`src/rtl/jtag_pkg.sv`:
```
// Shared JTAG definitions: TAP state encoding (also used by the TAP FSM),
// instruction opcodes, IR capture pattern and the DR selection type.
package jtag_pkg;

    localparam logic [4:0] TAP_TEST_LOGIC_RESET = 5'h00;
    localparam logic [4:0] TAP_RUN_TEST_IDLE    = 5'h01;
    localparam logic [4:0] TAP_SELECT_DR        = 5'h02;
    localparam logic [4:0] TAP_CAPTURE_DR       = 5'h03;
    localparam logic [4:0] TAP_SHIFT_DR         = 5'h04;
    localparam logic [4:0] TAP_EXIT1_DR         = 5'h05;
    localparam logic [4:0] TAP_PAUSE_DR         = 5'h06;
    localparam logic [4:0] TAP_EXIT2_DR         = 5'h07;
    localparam logic [4:0] TAP_UPDATE_DR        = 5'h08;
    localparam logic [4:0] TAP_SELECT_IR        = 5'h09;
    localparam logic [4:0] TAP_CAPTURE_IR       = 5'h0A;
    localparam logic [4:0] TAP_SHIFT_IR         = 5'h0B;
    localparam logic [4:0] TAP_EXIT1_IR         = 5'h0C;
    localparam logic [4:0] TAP_PAUSE_IR         = 5'h0D;
    localparam logic [4:0] TAP_EXIT2_IR         = 5'h0E;
    localparam logic [4:0] TAP_UPDATE_IR        = 5'h0F;

    localparam logic [3:0] OP_ABORT  = 4'b1000;
    localparam logic [3:0] OP_IDCODE = 4'b1110;
    localparam logic [3:0] OP_BYPASS = 4'b1111;
    localparam logic [3:0] OP_USER   = 4'b1010;

    localparam logic [1:0] IR_CAPTURE = 2'b01;

    typedef enum logic [1:0] {
        DR_BYPASS = 2'd0,
        DR_IDCODE = 2'd1,
        DR_USER   = 2'd2
    } dr_sel_e;

    function automatic logic is_ir_state(input logic [4:0] st);
        return (st >= TAP_SELECT_IR) && (st <= TAP_UPDATE_IR);
    endfunction

endpackage

```
`src/rtl/jtag_shift_reg.sv`:
```
// Generic JTAG scan register: parallel capture, LSB-first right shift with
// serial input at the MSB, otherwise hold.
module jtag_shift_reg
    import jtag_pkg::*;
#(
    parameter int WIDTH = 1
) (
    input  logic             tck,
    input  logic             trst_n,
    input  logic             capture,
    input  logic             shift,
    input  logic [WIDTH-1:0] cap_val,
    input  logic             si,
    output logic [WIDTH-1:0] q
);

    logic [WIDTH-1:0] q_shifted;

    generate
        if (WIDTH == 1) begin : g_single
            assign q_shifted = si;
        end else begin : g_multi
            assign q_shifted = {si, q[WIDTH-1:1]};
        end
    endgenerate

    always_ff @(posedge tck or negedge trst_n) begin
        if (!trst_n) begin
            q <= '0;
        end else if (capture) begin
            q <= cap_val;
        end else if (shift) begin
            q <= q_shifted;
        end
    end

endmodule

```
`src/rtl/jtag_scan_ctrl.sv`:
```
// Scan-chain controller following the TAP state: IR/DR capture-shift-update,
// TDO drive and instruction side-effect pulses. Optional user DR: JTAG_USER_DR_EN.
module jtag_scan_ctrl
    import jtag_pkg::*;
#(
    parameter int          IR_WIDTH      = 4,
    parameter logic [31:0] IDCODE_VALUE  = 32'h000FAF01,
    parameter int          USER_DR_WIDTH = 8
) (
    input  logic                     tck,
    input  logic                     trst_n,
    input  logic                     tdi,
    input  logic [4:0]               tap_state,
    output logic                     tdo,
    output logic                     tdo_en,
    output logic [IR_WIDTH-1:0]      ir_value,
    output logic                     abort_pulse,
    input  logic [USER_DR_WIDTH-1:0] user_status,
    output logic [USER_DR_WIDTH-1:0] user_data,
    output logic                     user_update
);

    logic st_tlr, st_capture_ir, st_shift_ir, st_update_ir;
    logic st_capture_dr, st_shift_dr, st_update_dr;
    logic in_ir_states;
    dr_sel_e dr_sel;

    logic [IR_WIDTH-1:0] ir_q;
    logic [31:0]         idcode_q;
    logic                bypass_q;
    logic                dr_lsb;

    // Unknown encodings match none of these and therefore act as idle.
    always_comb begin
        st_tlr        = (tap_state == TAP_TEST_LOGIC_RESET);
        st_capture_ir = (tap_state == TAP_CAPTURE_IR);
        st_shift_ir   = (tap_state == TAP_SHIFT_IR);
        st_update_ir  = (tap_state == TAP_UPDATE_IR);
        st_capture_dr = (tap_state == TAP_CAPTURE_DR);
        st_shift_dr   = (tap_state == TAP_SHIFT_DR);
        st_update_dr  = (tap_state == TAP_UPDATE_DR);
        in_ir_states  = is_ir_state(tap_state);
    end

    always_comb begin
        dr_sel = DR_BYPASS;
        if (ir_value == IR_WIDTH'(OP_IDCODE)) begin
            dr_sel = DR_IDCODE;
        end
`ifdef JTAG_USER_DR_EN
        else if (ir_value == IR_WIDTH'(OP_USER)) begin
            dr_sel = DR_USER;
        end
`endif
    end

    jtag_shift_reg #(.WIDTH(IR_WIDTH)) u_ir (
        .tck     (tck),
        .trst_n  (trst_n),
        .capture (st_capture_ir),
        .shift   (st_shift_ir),
        .cap_val (IR_WIDTH'(IR_CAPTURE)),
        .si      (tdi),
        .q       (ir_q)
    );

    jtag_shift_reg #(.WIDTH(32)) u_idcode (
        .tck     (tck),
        .trst_n  (trst_n),
        .capture (st_capture_dr && (dr_sel == DR_IDCODE)),
        .shift   (st_shift_dr && (dr_sel == DR_IDCODE)),
        .cap_val (IDCODE_VALUE),
        .si      (tdi),
        .q       (idcode_q)
    );

    jtag_shift_reg #(.WIDTH(1)) u_bypass (
        .tck     (tck),
        .trst_n  (trst_n),
        .capture (st_capture_dr && (dr_sel == DR_BYPASS)),
        .shift   (st_shift_dr && (dr_sel == DR_BYPASS)),
        .cap_val (1'b0),
        .si      (tdi),
        .q       (bypass_q)
    );

    // Only the serial end of the IDCODE register is observed.
    logic unused_bits;

`ifdef JTAG_USER_DR_EN
    logic [USER_DR_WIDTH-1:0] user_q;

    jtag_shift_reg #(.WIDTH(USER_DR_WIDTH)) u_user (
        .tck     (tck),
        .trst_n  (trst_n),
        .capture (st_capture_dr && (dr_sel == DR_USER)),
        .shift   (st_shift_dr && (dr_sel == DR_USER)),
        .cap_val (user_status),
        .si      (tdi),
        .q       (user_q)
    );

    always_ff @(posedge tck or negedge trst_n) begin
        if (!trst_n) begin
            user_data   <= '0;
            user_update <= 1'b0;
        end else begin
            user_update <= st_update_dr && (dr_sel == DR_USER);
            if (st_update_dr && (dr_sel == DR_USER)) begin
                user_data <= user_q;
            end
        end
    end

    assign unused_bits = ^idcode_q[31:1];
`else
    assign user_data   = '0;
    assign user_update = 1'b0;
    assign unused_bits = ^{idcode_q[31:1], user_status};
`endif

    always_comb begin
        dr_lsb = bypass_q;
        case (dr_sel)
            DR_IDCODE: dr_lsb = idcode_q[0];
`ifdef JTAG_USER_DR_EN
            DR_USER:   dr_lsb = user_q[0];
`endif
            default:   dr_lsb = bypass_q;
        endcase
    end

    // Gated by trst_n so both outputs drop the moment reset asserts.
    assign tdo    = trst_n & (in_ir_states ? ir_q[0] : dr_lsb);
    assign tdo_en = trst_n & (st_shift_ir | st_shift_dr);

    always_ff @(posedge tck or negedge trst_n) begin
        if (!trst_n) begin
            ir_value    <= IR_WIDTH'(OP_IDCODE);
            abort_pulse <= 1'b0;
        end else begin
            abort_pulse <= st_update_dr && (ir_value == IR_WIDTH'(OP_ABORT));
            if (st_tlr) begin
                ir_value <= IR_WIDTH'(OP_IDCODE);
            end else if (st_update_ir) begin
                ir_value <= ir_q;
            end
        end
    end

endmodule

```
`config.mk`:
```
export PLATFORM = sky130hd
export DESIGN_NAME = jtag_scan_ctrl
export DESIGN_NICKNAME = d
export VERILOG_FILES = /design/src/rtl/jtag_pkg.sv /design/src/rtl/jtag_shift_reg.sv /design/src/rtl/jtag_scan_ctrl.sv
export SDC_FILE = /design/constraint.sdc
export NUM_CORES = 1
export LEC_CHECK = 0
export ABC_AREA = 1
export BUFFER_PORTS_ARGS = -buffer_cell sky130_fd_sc_hd__buf_2
export CAP_MARGIN = 20
export CORE_MARGIN = 5
export CORE_UTILIZATION = 29
export DETAILED_ROUTE_END_ITERATION = 8
export GPL_ROUTABILITY_DRIVEN = 0
export PLACE_DENSITY = 0.47
export SLEW_MARGIN = 10
export SYNTH_ARGS = -nofsm -noshare
export SYNTH_HDL_FRONTEND = slang
export SYNTH_SLANG_ARGS = --single-unit
export TNS_END_PERCENT = 30
```
`constraint.sdc`:
```
create_clock -name tck -period 3.7 [get_ports tck]
set_input_delay 0.555 -clock tck [delete_from_list [all_inputs] [get_ports tck]]
set_output_delay 0.555 -clock tck [all_outputs]
set_load 0.005 [all_outputs]
```
==> results_tabular.tex <==
\begin{tabular}{lr}
\hline
Metric & Value \\
\hline
\multicolumn{2}{l}{\textbf{Final layout}} \\
\quad Total inserted antenna cells & 0 \\
\quad Fill cell total of the finished layout & 787 \\
\quad Multi-input logic area & 812.0 um2 \\
\quad Most common cell after layout, fill and taps aside & sky130\_fd\_sc\_hd\_\_nand2\_1 \\
\quad Final-stage net count & 281 \\
\quad Combined flip-flop and latch cell area & 0.001055 mm2 \\
\quad Layout cells sized above 1 & 15.85\% \\
\quad Commonest cells after routing, fill and taps aside & sky130\_fd\_sc\_hd\_\_nand2\_1 (94), sky130\_fd\_sc\_hd\_\_dfrtp\_1 (39), sky130\_fd\_sc\_hd\_\_nand3\_1 (34) \\
\quad Layout-stage area growth over the synthesis result & 6.532\% \\
\multicolumn{2}{l}{\textbf{Setup path}} \\
\quad WP data arrival & 1600 ps \\
\quad Cell with the largest stage delay on the worst path & sky130\_fd\_sc\_hd\_\_nor2\_1 \\
\quad Largest fanout on the critical path & 6 \\
\quad Buffers \& Inverters on Critical Path & 3 \\
\quad Startpoint kind of the worst setup timing path & input pin \\
\quad Type of destination of the critical path & output pin \\
\quad Required time of the critical path & 3140 ps \\
\quad Delay-heaviest family, CP & simple AND/OR/NAND/NOR gates \\
\quad Worst path max stage delay & 240 ps \\
\quad CP Class & in2out \\
\quad Cells along the critical path & buf\_2 -> inv\_1 -> nand2\_1 -> nor2\_1 -> nand2\_1 -> a21boi\_0 -> buf\_2 \\
\multicolumn{2}{l}{\textbf{Timing}} \\
\quad Count of final max-slew check failures & 0 \\
\quad Worst slew pin tran & 514.0 ps \\
\quad Fin crit share & 58.13\% \\
\quad Aggregate negative setup slack & 0 ps \\
\quad Minimum clock period after layout & 2151 ps \\
\quad Relative slew slack & 65.70\% \\
\quad Worst slack on hold paths & 173.3 ps \\
\quad Setup repair after global routing missed its margin & false \\
\quad FMAX & 465.0 MHz \\
\quad Final hold violation count & 0 \\
\quad Setup violation total in the final timing report & 0 \\
\quad Worst Skew & 7.004 ps \\
\multicolumn{2}{l}{\textbf{Logic synthesis}} \\
\quad Cell variety after synth & 24 \\
\quad Count of mapped cells out of synthesis & 254 \\
\quad Post-synthesis area per instance & 8.295 um2 \\
\quad Netlist area before placement & 0.002107 mm2 \\
\quad Part of the Yosys area used for sequential elements & 50.06\% \\
\quad Syn. warnings & 0 \\
\quad Number of synthesized register bits & 42 \\
\multicolumn{2}{l}{\textbf{Pwr}} \\
\quad Overall power & 0.0009016 W \\
\quad Static Leakage & 1.268 nW \\
\quad Power per cell area & 401.7 mW/mm2 \\
\quad Peak supply drop & 0.1642 mV \\
\multicolumn{2}{l}{\textbf{Clocking}} \\
\quad PostCTS Resize Cnt & 0 \\
\quad Count of H-tree levels built during CTS & 2 \\
\quad Clk buf depth & 2 \\
\quad Clk pin slew, worst setup/hold paths & 80 ps \\
\quad Worst-Skew Late Latency & 290 ps \\
\quad Clock root buffer master & sky130\_fd\_sc\_hd\_\_clkbuf\_8 \\
\quad CTS buffer count & 5 \\
\quad Count of hold-fix buffers inserted at cts & 0 \\
\quad Number of setup buffers added after CTS & 0 \\
\quad Total clock sinks & 42 \\
\quad CTS tree & built \\
\multicolumn{2}{l}{\textbf{Die}} \\
\quad Number of top-level design ports & 32 \\
\quad Width of the chip & 95.24 um \\
\quad Placeable core region & 0.007176 mm2 \\
\quad Initial Util & 29.36\% \\
\quad Die Footprint & 0.009071 mm2 \\
\quad Num rows & 31 \\
\quad Chip Height & 95.24 um \\
\multicolumn{2}{l}{\textbf{Drt}} \\
\quad Iteration-0 DRC Markers & 80 \\
\quad Routed wirelength normalized by instance count & 10.73 um \\
\quad DRC viols & 0 \\
\quad Detail-routed via count per cell & 4.159 \\
\quad 1st-pass router iterations & 4 \\
\quad Vias & 1514 \\
\quad Antenna Violating Nets Remaining & 0 \\
\quad Detailed-route wire length & 3907 um \\
\multicolumn{2}{l}{\textbf{Global route}} \\
\quad Vias in the first global route & 1399 \\
\quad Total global-route track usage & 9.514\% \\
\quad Number of antenna violations at the first check in global routing & 0 \\
\quad Maximum number of pins on one net before global-route repair & 45 \\
\quad Global-route wire length before repair & 6775 um \\
\quad Total grt overflow & 0 \\
\multicolumn{2}{l}{\textbf{Placement}} \\
\quad Total half-perimeter wirelength after legalization and detailed placement & 2556 um \\
\quad Count of buffers from port buffering & 14 \\
\multicolumn{2}{l}{\textbf{Run}} \\
\quad \# Max-Cap Violations & 0 \\
\multicolumn{2}{l}{\textbf{Run status}} \\
\quad Status & complete, no violations \\
\multicolumn{2}{l}{\textbf{Hold path}} \\
\quad HP Class & in2async \\
\hline
\end{tabular}
## layout make-up
| cell class | instances | area share, % |
|---|---|---|
| Clock buffer | 5 | 3.066 |
| Tap cell | 99 | 5.518 |
| Timing Repair Buffer | 15 | 3.456 |
| Sequential cell | 42 | 46.99 |
| Clock inverter | 2 | 0.4459 |
| Inverter | 26 | 4.348 |
| Multi-Input combinational cell | 175 | 36.18 |
## cells by family after synthesis
family / Yosys count / share of synthesized area [%]
buf+inv: 45 / 12.83
flops: 42 / 50.06
other cells: 1 / 0.1780
simple gates: 159 / 35.04
compound gates: 7 / 1.900
## path summary, 6_finish.rpt
kind	start	end	slack, ps	cells after the start
max in group asynchronous	trst_n	ir_value[3]$_DFFE_PN1P_	2810	2
worst max-delay path	tap_state[4]	tdo_en	1550	7
worst min register to register	u_idcode.q[25]$_DFFE_PN0P_	u_idcode.q[24]$_DFFE_PN0P_	480	2
worst max register to register	ir_value[1]$_DFFE_PN1P_	u_idcode.q[12]$_DFFE_PN0P_	1910	6
min in group tck	u_idcode.q[25]$_DFFE_PN0P_	u_idcode.q[24]$_DFFE_PN0P_	480	2
worst min-delay path	trst_n	u_ir.q[1]$_DFFE_PN0P_	170	1
## flip-flops by register name (all words and copies together) (netlist names)
register and flops:
u_idcode.q 32, u_ir.q 4, ir_value 4, u_bypass.q 1
abort_pulse 1
## layer usage
metal	vias up	track usage, %	wire [um]
met5	-	0	0
met4	0	3.966	54
met3	6	1.894	108
li1	785	-	-
met2	20	13.76	1748
met1	703	13.74	1996
## synthesized netlist by cell type
master / instances / area, um2
sky130_fd_sc_hd__nand3_2: 6 / 60.06
sky130_fd_sc_hd__nand3_1: 34 / 170.2
sky130_fd_sc_hd__o22ai_1: 2 / 12.51
sky130_fd_sc_hd__buf_8: 1 / 15.01
sky130_fd_sc_hd__o21ai_0: 3 / 15.01
sky130_fd_sc_hd__buf_4: 9 / 67.56
sky130_fd_sc_hd__nor2_4: 3 / 33.78
sky130_fd_sc_hd__nor2_1: 12 / 45.04
sky130_fd_sc_hd__a21oi_1: 1 / 5.000
sky130_fd_sc_hd__nor2_2: 2 / 12.51
sky130_fd_sc_hd__inv_1: 24 / 90.09
sky130_fd_sc_hd__buf_6: 3 / 33.78
sky130_fd_sc_hd__nand2_2: 1 / 6.260
sky130_fd_sc_hd__buf_2: 3 / 15.01
sky130_fd_sc_hd__inv_2: 2 / 7.510
sky130_fd_sc_hd__nand4_1: 3 / 18.77
sky130_fd_sc_hd__dfrtp_1: 39 / 975.9
sky130_fd_sc_hd__dfstp_2: 3 / 78.83
sky130_fd_sc_hd__conb_1: 1 / 3.750
sky130_fd_sc_hd__nor3_1: 1 / 5.000
sky130_fd_sc_hd__nand2_1: 94 / 352.8
sky130_fd_sc_hd__nand2_4: 3 / 33.78
sky130_fd_sc_hd__clkbuf_8: 3 / 41.29
sky130_fd_sc_hd__a21boi_0: 1 / 7.510
## metrics by stage
step | util (%) | cell area, um2 | worst slack (ps) | cells
2_1_floorplan | - | 2137 | 1924 | 262
3_3_place_gp | 30.18 | 2166 | 1561 | 357
3_5_place_dp | 30.18 | 2166 | 1549 | 357
4_1_cts | 31.28 | 2245 | 1538 | 364
5_1_grt | 31.28 | 2245 | 1316 | 364
6_report | 31.28 | 2245 | 1549 | 364
## report_power, final
group	total [W]	leakage [nW]	switching (W)	internal, W
logic	0.000111	0.657	0.0000728	0.0000384
clock network	0.000279	0.0438	0.000152	0.000127
registers	0.000511	0.568	0.0000208	0.000491
(Power assumes the default switching activity.)
